File: config.mk
export PLATFORM = sky130hd
export DESIGN_NAME = hls_macc_result_accum
export DESIGN_NICKNAME = d
export VERILOG_FILES = /design/src/rtl/hls_macc_result_accum.sv
export SDC_FILE = /design/constraint.sdc
export NUM_CORES = 1
export LEC_CHECK = 0
export ABC_AREA = 1
export CAP_MARGIN = 5
export CORE_MARGIN = 1.5
export CORE_UTILIZATION = 55
export CTS_CLUSTER_SIZE = 20
export DETAILED_ROUTE_END_ITERATION = 12
export PLACE_DENSITY = 0.87
export RECOVER_POWER = 100
export SLEW_MARGIN = 20
export SYNTH_ARGS = -nofsm -noshare
export SYNTH_HDL_FRONTEND = slang
export SYNTH_SLANG_ARGS = --single-unit
File: constraint.sdc
create_clock -name ap_clk -period 2.4 [get_ports ap_clk]
set_clock_uncertainty 0.05 [all_clocks]
set_input_delay 0.48 -clock ap_clk [delete_from_list [all_inputs] [get_ports ap_clk]]
set_output_delay 0.48 -clock ap_clk [all_outputs]
set_load 0.05 [all_outputs]
File: src/rtl/hls_macc_result_accum.sv
// rtl/hls_macc_result_accum.sv - sequencer and signed frame accumulator for the motion MACC core
module hls_macc_result_accum #(
  parameter  int FRAME_LEN = 4,
  parameter  int ACC_W     = 40,
  parameter  int TIMEOUT   = 64,
  localparam int CNT_W     = $clog2(FRAME_LEN + 1),
  localparam int WD_W      = $clog2(TIMEOUT + 1)
) (
  input  logic             ap_clk,
  input  logic             ap_rst_n,
  input  logic             enable,
  input  logic             err_clear,
  output logic             core_start,
  input  logic             core_done,
  input  logic [31:0]      core_out1,
  input  logic [31:0]      core_out2,
  input  logic [31:0]      core_out3,
  input  logic             core_out1_vld,
  input  logic             core_out2_vld,
  input  logic             core_out3_vld,
  output logic [ACC_W-1:0] res_sum1,
  output logic [ACC_W-1:0] res_sum2,
  output logic [ACC_W-1:0] res_sum3,
  output logic             res_valid,
  input  logic             res_ready,
  output logic             busy,
  output logic [CNT_W-1:0] frame_cnt,
  output logic             err_timeout,
  output logic             err_missing_vld,
  output logic [2:0]       acc_ovf
);

  typedef enum logic [1:0] {S_IDLE, S_ISSUE, S_EMIT, S_ERR} state_t;

  state_t           state_q, state_d;
  logic [ACC_W-1:0] acc_q [3];
  logic [ACC_W-1:0] acc_d [3];
  logic [ACC_W-1:0] addend [3];
  logic [ACC_W-1:0] sum [3];
  logic [31:0]      lane_out [3];
  logic [2:0]       lane_vld;
  logic [CNT_W-1:0] cnt_q, cnt_d;
  logic [WD_W-1:0]  wd_q, wd_d;
  logic             tmo_q, tmo_d;
  logic             mis_q, mis_d;
  logic [2:0]       ovf_q, ovf_d;

  // Lane views, sign-extended addends and wrapping sums
  always_comb begin
    lane_out[0] = core_out1;
    lane_out[1] = core_out2;
    lane_out[2] = core_out3;
    lane_vld    = {core_out3_vld, core_out2_vld, core_out1_vld};
    for (int n = 0; n < 3; n++) begin
      addend[n] = {{(ACC_W-32){lane_out[n][31]}}, lane_out[n]};
      sum[n]    = acc_q[n] + addend[n];
    end
  end

  // Next-state logic for the sequencer, accumulators, watchdog and sticky flags
  always_comb begin
    state_d = state_q;
    acc_d   = acc_q;
    cnt_d   = cnt_q;
    wd_d    = wd_q;
    tmo_d   = tmo_q;
    mis_d   = mis_q;
    ovf_d   = ovf_q;
    case (state_q)
      S_IDLE: begin
        wd_d = '0;
        if (enable) state_d = S_ISSUE;
      end
      S_ISSUE: begin
        if (core_done) begin
          for (int n = 0; n < 3; n++) begin
            if (lane_vld[n]) begin
              acc_d[n] = sum[n];
              // Signed overflow: operands agree in sign, result does not
              if ((acc_q[n][ACC_W-1] == addend[n][ACC_W-1]) &&
                  (sum[n][ACC_W-1] != acc_q[n][ACC_W-1]))
                ovf_d[n] = 1'b1;
            end else begin
              mis_d = 1'b1;
            end
          end
          cnt_d = cnt_q + CNT_W'(1);
          wd_d  = '0;
          if ((cnt_q + CNT_W'(1)) == CNT_W'(FRAME_LEN)) state_d = S_EMIT;
        end else begin
          wd_d = wd_q + WD_W'(1);
          if (wd_q == WD_W'(TIMEOUT - 1)) begin
            tmo_d   = 1'b1;
            state_d = S_ERR;
          end
        end
      end
      S_EMIT: begin
        if (res_ready) begin
          for (int n = 0; n < 3; n++) acc_d[n] = '0;
          cnt_d   = '0;
          ovf_d   = '0;
          mis_d   = 1'b0;
          state_d = enable ? S_ISSUE : S_IDLE;
        end
      end
      S_ERR: begin
        if (err_clear) begin
          for (int n = 0; n < 3; n++) acc_d[n] = '0;
          cnt_d   = '0;
          tmo_d   = 1'b0;
          state_d = S_IDLE;
        end
      end
      default: state_d = S_IDLE;
    endcase
  end

  // State and datapath registers with asynchronous clear
  always_ff @(posedge ap_clk or negedge ap_rst_n) begin
    if (!ap_rst_n) begin
      state_q <= S_IDLE;
      for (int n = 0; n < 3; n++) acc_q[n] <= '0;
      cnt_q   <= '0;
      wd_q    <= '0;
      tmo_q   <= 1'b0;
      mis_q   <= 1'b0;
      ovf_q   <= '0;
    end else begin
      state_q <= state_d;
      for (int n = 0; n < 3; n++) acc_q[n] <= acc_d[n];
      cnt_q   <= cnt_d;
      wd_q    <= wd_d;
      tmo_q   <= tmo_d;
      mis_q   <= mis_d;
      ovf_q   <= ovf_d;
    end
  end

  // Outputs decoded from registered state; sums hold still in EMIT since accumulators do
  always_comb begin
    core_start      = (state_q == S_ISSUE);
    res_valid       = (state_q == S_EMIT);
    busy            = (state_q != S_IDLE);
    res_sum1        = acc_q[0];
    res_sum2        = acc_q[1];
    res_sum3        = acc_q[2];
    frame_cnt       = cnt_q;
    err_timeout     = tmo_q;
    err_missing_vld = mis_q;
    acc_ovf         = ovf_q;
  end

endmodule
* Word-level counts from Yosys, hierarchy flattened
Index checks and enable logic that the tools add are counted.
** Storage, ports and cells
- Register bits after elaboration :: 137
- Input port bits :: 105
- Output and inout bits :: 131
- Word-level logic and storage cells :: 100
** Cells by class
- Add/subtract/negate cells :: 5
- Equal/unequal tests :: 26
- Multiplexer cells :: 39
- Reductions and logical operators :: 19
** Operators with widths (number)
- $mux W120 :: 3
- $pmux W120 S3 :: 1
- $add A40 B40 Y40 :: 3
- $mux W40 :: 3
- $reduce_and A5 Y1 :: 7
- $ne A2 B1 Y1 const B :: 9
- $mux W1 :: 15
- $pmux W7 S2 :: 1
- $mux W2 :: 6
- $mux W3 :: 4
- $reduce_and A4 Y1 :: 3
- $pmux W3 S3 :: 1
- $pmux W2 S4 :: 1
- $reduce_bool A2 Y1 :: 4
- $add A7 B1 Y7 const B :: 1
- $eq A7 B6 Y1 const B :: 1
- $mux W7 :: 1
- $ne A2 B2 Y1 const B :: 3
- $pmux W3 S2 :: 1
- $eq A2 B2 Y1 const B :: 2
- $ne A4 B4 Y1 const B :: 1
- $pmux W1 S2 :: 2
- $add A3 B1 Y3 const B :: 1
- $eq A1 B1 Y1 :: 3
- other kinds (8) :: 12

* Longest topological paths before layout
- Word-level depth :: 7
- Gate-level depth with buffers :: 17
- Gate-level depth less buffers :: 17

* Worst setup path before layout
OpenSTA, ideal clock, no wires.
- Kind :: reg2reg
- From :: register state_q[1]
- To :: register acc_q (netlist bit res_sum2[13])
- Library setup time :: 121 ps
- Data arrival time :: 2222 ps
- Data required time :: 2229 ps
- Setup slack :: 8 ps
- Cell stages (with the launch flop) :: 18
- Buffers on the path :: 2
- Period minus slack after synthesis :: 2392 ps
- Path through :: dfrtp_1 > inv_1 > ha_1 > buf_6 > inv_4 > nor2_8 > clkinv_8 > nand2_4 > nor2_4 > inv_4 > nor2_4 > inv_2 > nor2_8 > inv_2 > buf_6 > a21oi_2 > o21ai_1 > nand2_1
** On the way
- Word-level cells in the longest chain between the ends :: 3
- Elaborated cells on any way between the ends :: 10
- Those cells by class :: 7 x eq/ne; 1 x mux; 2 x reduce/logical
** Ends and longest elaborated chain
- from (decl) :: RTL line 35 : state_t state_q, state_d;
- from (signal assigned) :: RTL line 130 : state_q <= state_d;
- $eq A2 B1 Y1 (*)
- named net core_start :: RTL line 13 : output logic core_start,
- $ne A2 B1 Y1 (no line) or $reduce_bool A3 Y1 (tied branches)
- $reduce_and A5 Y1 (no line)
- to (decl) :: RTL line 36 : logic [ACC_W-1:0] acc_q [3];
The timed path passes the listed nets; every way through them passes the cells marked *.
A chain may end at the register's enable or synchronous reset.

* Final worst setup path
- From :: input core_out2[10]
- To :: register acc_q (netlist bit res_sum2[32])
** On the way
- Word-level cells in the longest chain between the ends :: 4
** Ends and longest elaborated chain
- from (decl) :: RTL line 16 : input logic [31:0] core_out2,
- $add A40 B40 Y40 :: RTL line 56 : sum[n] = acc_q[n] + addend[n];
- $mux W40 :: RTL line 77 : if (lane_vld[n]) begin
- $mux W120 :: RTL line 75 : if (core_done) begin
- $pmux W120 S3 :: RTL line 69 : case (state_q)
No other way between the ends. The select of a mux whose other input is x is not followed.

==> results.cfg <==
[sta]
tns_ps = -257
layout_min_cycle_time_ps = 2490
timing_hold_violations_final = 0
fin_ws_ps = -90.1
period_share_pct = 104
worst_slew_pin_slew_ps = 933
fmaxAchievable_mhz = 402
fin_hold_ws_ps = 427
rsz0062_at_grt = yes
slew_violations = 0
setup_viol = 9
relSlewSlack_pct = 37.8

[place]
finalWeightedCongestion = 1.07
place_hpwl_um = 40300
io_buffers = 235
placed_area_sq_um = 19100

[power_and_ir_drop]
power.static_leakage_uw = 0.0103
switching_share_pct = 55.7
ir_drop_mv = 1.03
seq_power_share_pct = 14.2
p_per_area_nw_per_um2 = 1550
p_switching_uw = 17700
p_clk_share_pct = 8.5
combPwrFrac_pct = 77.3
intPower_uw = 14100

[critical_path]
crit_slowest_cell = clkdlybuf4s50_1
critical_path.top_delay_family = simple AND/OR/NAND/NOR gates
endpoint = res_sum2[32]$_DFFE_PN0P_
setup.worst_path.start_class = input port
critical_path_class = input port to flop
critPathArrivalTime_ps = 2770
ff2ff_path_depth = 14
max_stage_delay_ps = 430
r2r-end = res_sum2[8]$_DFFE_PN0P_
required_ps = 2680
critPathLaunch = core_out2[10]
cp_cell_sequence = clkdlybuf4s50_1 > ha_1 > nand2_1 > buf_4 > inv_1 > nand2_1 > nand2_1 > inv_1 > nor2_1 > nor2_1 > nand2_1 > nand3_1 > nand2_2 > a21oi_2 > o21ai_2 > nand2_1
crit_top_cell = nand2_1
r2r-start = state_q[1]$_DFFE_PN0P_
r2r_setup_slack_ps = -50
cp-end-kind = flop
crit_cells = 16
cp.buffers_inverters = 4
cp_max_fo = 4

[finish]
final_cell_area_sq_um = 20600
n_antenna_cell = 0
drive_above_1_share_pct = 23.2
utilization_pct = 84.6
nNetsFinal = 2998
final_common_cell = nand2_1
syn2layout_area_growth_pct = 51.0
layout_common_cells = 646 x nand2_1, 365 x buf_4, 278 x nor2_1

[clock_network]
ctsHtreeMaxLevel = 4
cts_root_buf = clkbuf_16
numClockSinks = 137
insertion_delay_ps = 450
numCtsBuffers = 17
ctsLongestPathBuffers = 2
clkTransAtPathRegs_ps = 70
cts_tree = built

[drt]
via_count = 18100
final_antenna_net_count = 0
via_per_inst = 5.83
wirelength_um = 55700
wl_met3_um = 5070
dr.pass1.iters = 8
dr.first_iter.drc_count = 1896
top_layer_used = met4
wire_per_inst_um = 17.9
m1WireLength_um = 21400
drc = 0
met2_length_um = 26000

[logic_synthesis]
syn_area_sq_um = 13600
syn_inst = 2157
synth_ff_type = dfrtp_1
synth.distinct_cells = 52
synth_area_per_cell_sq_um = 6.32
ys_seq_area_share_pct = 25.1
synth_area_leaders = dfrtp_1 25%, nand2_1 18%, ha_1 11%
synth_edf_count = 0
ys_ff_latch = 137
synth_top_area_cell = dfrtp_1
yosys_warnings = 0
asyncSetResetFlopFracSynth_pct = 100
syn-num-nets = 2389
synth_top_area_share_pct = 25.1

[global_route]
grt_first_pass_wirelength_um = 82000
grt_max_degree = 44
antenna_found_initial = 0
grt_pass1_vias = 17100
overflow = 0
global_route.usage.total_pct = 39.5

[die]
core-area_sq_um = 24300
start_util_pct = 56.1
die_h_um = 160
die_area_sq_um = 25700
rows = 57
die_w_um = 160
num_io_pins = 236

[min_path]
hold_class = flop to flop
holdCritStartpoint = acc_ovf[1]$_DFFE_PN0P_

[run_status]
status = finished, violations left
violations = negative setup slack

[flow_run]
max_cap_violations = 0
## registers in the layout (all words and copies together), names as in the netlist
name             flops
acc_ovf              3
wd_q                 7
err_missing_vld      1
res_sum2            40
err_timeout          1
res_sum1            40
res_sum3            40
frame_cnt            3
state_q              2
## how the worst min path moves through the flow
stage,endpoint,cells past startpoint
6_report,acc_ovf[1]$_DFFE_PN0P_,2
2_1_floorplan,acc_ovf[0]$_DFFE_PN0P_,0
3_5_place_dp,res_sum1[26]$_DFFE_PN0P_,1
3_3_place_gp,res_sum1[23]$_DFFE_PN0P_,1
4_1_cts,acc_ovf[1]$_DFFE_PN0P_,2
5_1_grt,acc_ovf[1]$_DFFE_PN0P_,2
## synth_stat cells (all sizes together), types with 6 or more instances
cell and instances:
clkbuf 6, a21o 17, or2 12, a31oi 9, buf 18, nor3 24, xnor2 13, a21oi 183
nor2 308, dfrtp 137, o21ai 193, a21boi 14, inv 252, nand2 669, ha 124, o21bai 22
nand4 15, a22o 8, nand3 95
## power by group through the flow
stage	Combinational, uW	Sequential [uW]	Clock (uW)
after floorplan	10600	7470	0
after global placement	22300	4360	0
after detailed placement	22900	4400	0
after CTS	23100	4390	2680
after global routing	26200	4620	2770
final	24600	4520	2700
## timing repair
item,in CTS,in global routing
hold endpoints to repair,30,0
buffers inserted,0,5
pin swaps,0,10
gates cloned,0,1
hold buffers,1,0
endpoints found under the setup margin,7,77
resized for setup,13,205
## layer usage
metal | GRT usage [%] | up-vias
met1 | 48.5 | 8322
met4 | 22.1 | 0
met3 | 6.53 | 292
met5 | 0 | -
met2 | 66.1 | 1149
li1 | - | 8323
## kinds of logic (layout without fill, tap and decap cells)
logic type	count (synthesis)	count (layout)	synth area share, %
AOI/OAI and AO/OA	466	466	19.8
buffers and inverters	278	900	8.43
adders and majority gates	127	127	11.8
xor gates and xnor gates	17	17	1.09
and+or+nand+nor	1132	1132	33.7
DFF	137	137	25.1
## metrics by stage
step	power [uW]	setup slack, ps	cells
after floorplan	18100	7.90	2157
after global placement	26700	-554	3064
after detailed placement	27300	-602	3064
after CTS	30200	3.44	3097
after global routing	33600	-313	3103
final	31800	-90.1	3103
## tightest hold or removal path: stages, from the launching register on
cell     delay [ps]
dfrtp_1         350
nand2_1          60
nand2_1          40
## final cells by class
class,instances,area (sq um)
Clock inverter,14,131
Sequential cell,137,3430
Inverter,254,967
Timing Repair Buffer,614,5220
Clock buffer,18,439
Multi-Input combinational cell,1742,9990
Tap cell,324,405
Fill cell,1585,3740
No activity file was read; power rests on OpenSTA's default activity.
